--- src/rtl/seqdec_sched.sv ---
`default_nettype none
// ============================================================================
// Module  : seqdec_sched
// Purpose : Serialises a run of bytes MSB-first into a sequence detector and
//           counts the detector's hits over the run.
// Rev     : 1.0 - initial release
// ============================================================================
module seqdec_sched #(
    parameter int CNT_W     = 8,
    parameter int DRAIN_CYC = 2
) (
    input  logic             Clk,
    input  logic             Reset,
    input  logic             start,
    input  logic [7:0]       num_bytes,
    input  logic [7:0]       byte_in,
    input  logic             byte_valid,
    output logic             byte_ready,
    output logic             ser_out,
    output logic             ser_valid,
    input  logic             det_hit,
    output logic [CNT_W-1:0] hit_cnt,
    output logic             busy,
    output logic             done,
    output logic             overflow
);

    localparam int                c_dc_w       = (DRAIN_CYC > 1) ? $clog2(DRAIN_CYC) : 1;
    localparam logic [c_dc_w-1:0] c_drain_last = c_dc_w'(DRAIN_CYC - 1);
    localparam logic [CNT_W-1:0]  c_cnt_max    = '1;

    typedef enum logic [1:0] {
        ST_IDLE  = 2'd0,
        ST_LOAD  = 2'd1,
        ST_SHIFT = 2'd2,
        ST_DRAIN = 2'd3
    } state_t;

    state_t              r_state;
    logic [7:0]          r_shreg;
    logic [2:0]          r_bitcnt;
    logic [7:0]          r_remaining;
    logic [c_dc_w-1:0]   r_draincnt;
    logic [CNT_W-1:0]    r_hit_cnt;
    logic                r_overflow;
    logic                r_done;
    logic                r_busy;
    logic                r_byte_ready;
    logic                r_ser_out;
    logic                r_ser_valid;

    // Outputs are registered one cycle ahead: each transition sets the value
    // the outputs must show in the state being entered.
    always_ff @(posedge Clk) begin
        if (Reset) begin
            r_state      <= ST_IDLE;
            r_shreg      <= '0;
            r_bitcnt     <= '0;
            r_remaining  <= '0;
            r_draincnt   <= '0;
            r_hit_cnt    <= '0;
            r_overflow   <= 1'b0;
            r_done       <= 1'b0;
            r_busy       <= 1'b0;
            r_byte_ready <= 1'b0;
            r_ser_out    <= 1'b0;
            r_ser_valid  <= 1'b0;
        end else begin
            r_done <= 1'b0;

            if ((r_state != ST_IDLE) && det_hit) begin
                if (r_hit_cnt == c_cnt_max) begin
                    r_overflow <= 1'b1;
                end else begin
                    r_hit_cnt <= r_hit_cnt + 1'b1;
                end
            end

            case (r_state)
                ST_IDLE: begin
                    if (start) begin
                        r_remaining <= num_bytes;
                        r_hit_cnt   <= '0;
                        r_overflow  <= 1'b0;
                        r_busy      <= 1'b1;
                        if (num_bytes != 8'd0) begin
                            r_state      <= ST_LOAD;
                            r_byte_ready <= 1'b1;
                        end else begin
                            r_state    <= ST_DRAIN;
                            r_draincnt <= c_drain_last;
                        end
                    end
                end

                ST_LOAD: begin
                    if (byte_valid) begin
                        r_shreg      <= byte_in;
                        r_bitcnt     <= 3'd7;
                        r_ser_out    <= byte_in[7];
                        r_ser_valid  <= 1'b1;
                        r_byte_ready <= 1'b0;
                        r_state      <= ST_SHIFT;
                    end
                end

                ST_SHIFT: begin
                    r_shreg  <= {r_shreg[6:0], 1'b0};
                    r_bitcnt <= r_bitcnt - 3'd1;
                    if (r_bitcnt != 3'd0) begin
                        r_ser_out    <= r_shreg[6];
                        // Next cycle is the last bit; open the window if more bytes follow.
                        r_byte_ready <= (r_bitcnt == 3'd1) && (r_remaining != 8'd1);
                    end else begin
                        r_remaining <= r_remaining - 8'd1;
                        if (r_remaining == 8'd1) begin
                            r_state      <= ST_DRAIN;
                            r_draincnt   <= c_drain_last;
                            r_ser_out    <= 1'b0;
                            r_ser_valid  <= 1'b0;
                            r_byte_ready <= 1'b0;
                        end else if (byte_valid) begin
                            r_shreg      <= byte_in;
                            r_bitcnt     <= 3'd7;
                            r_ser_out    <= byte_in[7];
                            r_byte_ready <= 1'b0;
                        end else begin
                            r_state      <= ST_LOAD;
                            r_ser_out    <= 1'b0;
                            r_ser_valid  <= 1'b0;
                            r_byte_ready <= 1'b1;
                        end
                    end
                end

                ST_DRAIN: begin
                    if (r_draincnt == '0) begin
                        r_state <= ST_IDLE;
                        r_done  <= 1'b1;
                        r_busy  <= 1'b0;
                    end else begin
                        r_draincnt <= r_draincnt - 1'b1;
                    end
                end

                default: r_state <= ST_IDLE;
            endcase
        end
    end

    assign byte_ready = r_byte_ready;
    assign ser_out    = r_ser_out;
    assign ser_valid  = r_ser_valid;
    assign hit_cnt    = r_hit_cnt;
    assign busy       = r_busy;
    assign done       = r_done;
    assign overflow   = r_overflow;

endmodule
`default_nettype wire

--- config.mk ---
export PLATFORM = sky130hd
export DESIGN_NAME = seqdec_sched
export DESIGN_NICKNAME = d
export VERILOG_FILES = /design/src/rtl/seqdec_sched.sv
export SDC_FILE = /design/constraint.sdc
export NUM_CORES = 1
export LEC_CHECK = 0
export BUFFER_PORTS_ARGS = -buffer_cell sky130_fd_sc_hd__buf_4
export CORE_UTILIZATION = 55
export DETAILED_ROUTE_END_ITERATION = 6
export PLACE_DENSITY = 0.87
export REMOVE_ABC_BUFFERS = 1
export SLEW_MARGIN = 5
export SYNTH_ARGS = -nofsm -noshare
export SYNTH_HDL_FRONTEND = slang
export SYNTH_SLANG_ARGS = --single-unit
export TNS_END_PERCENT = 50
--- constraint.sdc ---
create_clock -name Clk -period 2.05 [get_ports Clk]
set_input_delay 0.205 -clock Clk [delete_from_list [all_inputs] [get_ports Clk]]
set_output_delay 0.205 -clock Clk [all_outputs]
set_load 0.01 [all_outputs]
==> metrics.csv <==
stage,metric,value,unit
status,run status,finished clean,
route,DR vias,1754,
clock_tree,Post-CTS Setup Bufs,0,
global_route,first-pass GRT wire length,6568,um
floorplan,Die Area,0.003728,mm^2
yosys,Mapped Cells,230,
route,DRT Pass-1 Iters,4,
global_route,pin count of the biggest net entering global routing,30,
global_route,met1 global-route usage,28.87,%
power_and_ir_drop,switching power,1243,uW
global_route,antenna violations before repair,0,
yosys,Synth top area share,36.53,%
timing,Final min period,1.874,ns
yosys,Post-Syn Area,0.001918,mm^2
placement,Placement Cell Area,0.002230,mm^2
worst_setup_path,Required @ worst endpoint,2.30,ns
timing,Final Hold Violating Endpoints,0,
layout,n_diodes,0,
clock_tree,Clock H-tree levels,2,
route,WL per Instance,12.61,um
worst_hold_path,Hold WC Path Type,input pin to register,
yosys,post-synth top area cell,dfxtp_1,
global_route,global-route usage over all layers,23.51,%
flow_run,max-cap violations,0,
timing,Peak Freq,0.5335,GHz
layout,final net count,299,
placement,gpl congestion,0.8550,
power_and_ir_drop,Internal,1777,uW
power_and_ir_drop,Sequential Power Share,34.6,%
power_and_ir_drop,Switching Fraction,41.16,%
yosys,Syn Area/Cell,8.340,um^2
global_route,met2 usage,39.44,%
timing,RSZ-0062 raised after global routing,false,
floorplan,initial cell density of the core,57.48,%
global_route,GRT met3 Usage,5.882,%
worst_setup_path,CP startpoint,r_state[0]$_SDFFE_PP0P_,
worst_setup_path,kind of critical path,register to register,
timing,# setup viols final,0,
yosys,post-synthesis sequential area ratio,36.53,%
yosys,Yosys reg bits,35,
clock_tree,root buffer cell,clkbuf_4,
layout,"most common cell after layout, fill and taps aside",buf_4,
global_route,number of global-route vias before repair,1522,
worst_setup_path,kind of end point of the critical path,register,
floorplan,Die H,61.06,um
worst_hold_path,hold_sp,byte_in[0],
worst_setup_path,startpoint types,register,
clock_tree,Clock transition at path regs,0.10,ns
clock_tree,insertion delay to the later sink of the worst-skew pair,0.33,ns
worst_setup_path,worst r2r src,r_state[0]$_SDFFE_PP0P_,
clock_tree,CTS tree,yes,
clock_tree,Longest Clk Path Bufs,2,
power_and_ir_drop,P_leak,0.0009901,uW
route,DRC viols,0,
route,initial DRC count,84,
timing,Max Clock Skew,0.004620,ns
timing,Worst Tran Pin Value,0.4963,ns
global_route,layer with the highest usage,met2,
floorplan,I/O pin count,35,
worst_setup_path,largest fanout on the critical path,12,
clock_tree,TritonCTS Buffers,5,
layout,share of layout cells above drive strength 1,21.27,%
placement,DP Wirelength,2889,um
yosys,Yosys warnings,0,
route,Antenna Nets Post-Route,0,
clock_tree,Sink Count,35,
timing,Max Slew Vio Count,0,
layout,Final Core Density,69.07,%
route,Detailed Route WL,3961,um
timing,relative slew slack,66.61,%
layout,area grow syn2layout,20.16,%
floorplan,Placement Rows,21,
floorplan,Core Area,0.003337,mm^2
timing,Final period util,91.43,%
placement,Port Buf Inserts,34,
global_route,GRT Residual Overflow,0,
power_and_ir_drop,Pwr Density,1310,mW/mm^2
route,Via density,5.586,
power_and_ir_drop,clock power share,14.1,%
layout,final instance area,0.002305,mm^2
yosys,post-synth cell types,45,
floorplan,Die X,61.06,um
layout,"commonest non-fill, non-tap cells in the layout","buf_4 (40), dfxtp_1 (35), nor2_1 (27), nand2_1 (22), a21oi_1 (19)",
power_and_ir_drop,Comb pwr share,51.3,%
power_and_ir_drop,Worst VDD drop,0.8408,mV
worst_setup_path,CP Data Arrival Time,2.13,ns
yosys,largest cells by area after synthesis,"dfxtp_1 (37%), ha_1 (7.2%), nor2_1 (5.3%)",
## cells by family after synthesis
| family | synth area share [%] |
|---|---|
| xor+xnor | 1.826 |
| compound gates | 21.26 |
| simple gates | 24.07 |
| mux | 5.349 |
| flops | 36.53 |
| buf+inv | 3.783 |
| fa+ha+maj | 7.175 |
## routing by layer
metal / vias to the layer above / share of wire [%]
li1: 912 / -
met1: 801 / 48
met2: 35 / 47
met3: 6 / 3.1
met4: 0 / 1.4
met5: - / 0
## through the flow
step / total power (uW) / TNS, ns / std cells / hold WS [ns] / setup slack, ns
after floorplan: 2141 / -5.138 / 220 / 0.2741 / -0.4868
after global placement: 2534 / 0 / 306 / 0.4496 / 0.2329
after detailed placement: 2589 / 0 / 306 / 0.4574 / 0.1291
after CTS: 3016 / 0 / 314 / 0.1260 / 0.1228
after global routing: 3281 / 0 / 314 / 0.1271 / 0.02572
final: 3020 / 0 / 314 / 0.1322 / 0.1757
## cell usage after synthesis, drive strengths merged
library cell / number
a211o: 1
a211oi: 14
a21o: 3
a21oi: 19
a22oi: 3
a311oi: 3
a31o: 2
a31oi: 2
a32oi: 1
and2: 2
and3: 1
and4: 2
and4b: 2
buf: 3
clkbuf: 7
clkinv: 1
dfxtp: 35
ha: 11
inv: 6
mux2: 2
mux2i: 8
nand2: 22
nand2b: 6
nand3: 5
nand4: 2
nor2: 27
nor2b: 6
nor3: 7
nor3b: 1
nor4: 4
nor4b: 1
o21a: 2
o21ai: 5
o22ai: 3
o31a: 1
o31ai: 2
or2: 2
or3: 1
or3b: 1
xor2: 4
## registers in the layout, indices dropped and copies added (netlist names)
register	count
hit_cnt	8
r_remaining	8
r_draincnt	1
ser_out	1
done	1
r_bitcnt	3
r_state	2
overflow	1
busy	1
r_shreg	7
ser_valid	1
byte_ready	1
## path summary, 6_finish.rpt
kind,to,slack [ns],cells past startpoint
max,r_shreg[1]$_SDFFE_PP0P_,0.18,6
min,r_shreg[0]$_SDFFE_PP0P_,0.13,3
max reg2reg,r_shreg[1]$_SDFFE_PP0P_,0.18,6
min reg2reg,overflow$_SDFF_PP0_,0.48,2
## worst max-delay path, cell delays in order (launching register included)
cell      delay, ns
dfxtp_1        0.36
inv_1          0.11
ha_1           0.26
clkinv_1       0.26
a31o_2         0.40
mux2i_1        0.16
a211oi_1       0.24
## area by class of cell
class,instances,area [um^2]
tap,46,57.56
sequential,35,700.7
timing repair buffer,40,300.3
clock buffer,8,68.82
multi-input combinational,178,1151
fill,287,1032
inverter,7,26.28
## power by group through the flow
stage | sequential (uW) | combinational (uW) | clock [uW]
global placement | 1040 | 1490 | 0
detailed placement | 1050 | 1540 | 0
finish | 1040 | 1550 | 426
global route | 1070 | 1740 | 468
CTS | 1040 | 1540 | 436
floorplan | 1030 | 1110 | 0
## timing repair
| item | in CTS | in global routing |
|---|---|---|
| setup endpoints to repair | 0 | 7 |
| hold buffers | 0 | 0 |
| resized for setup | 0 | 1 |
No activity file was read; power rests on OpenSTA's default activity.
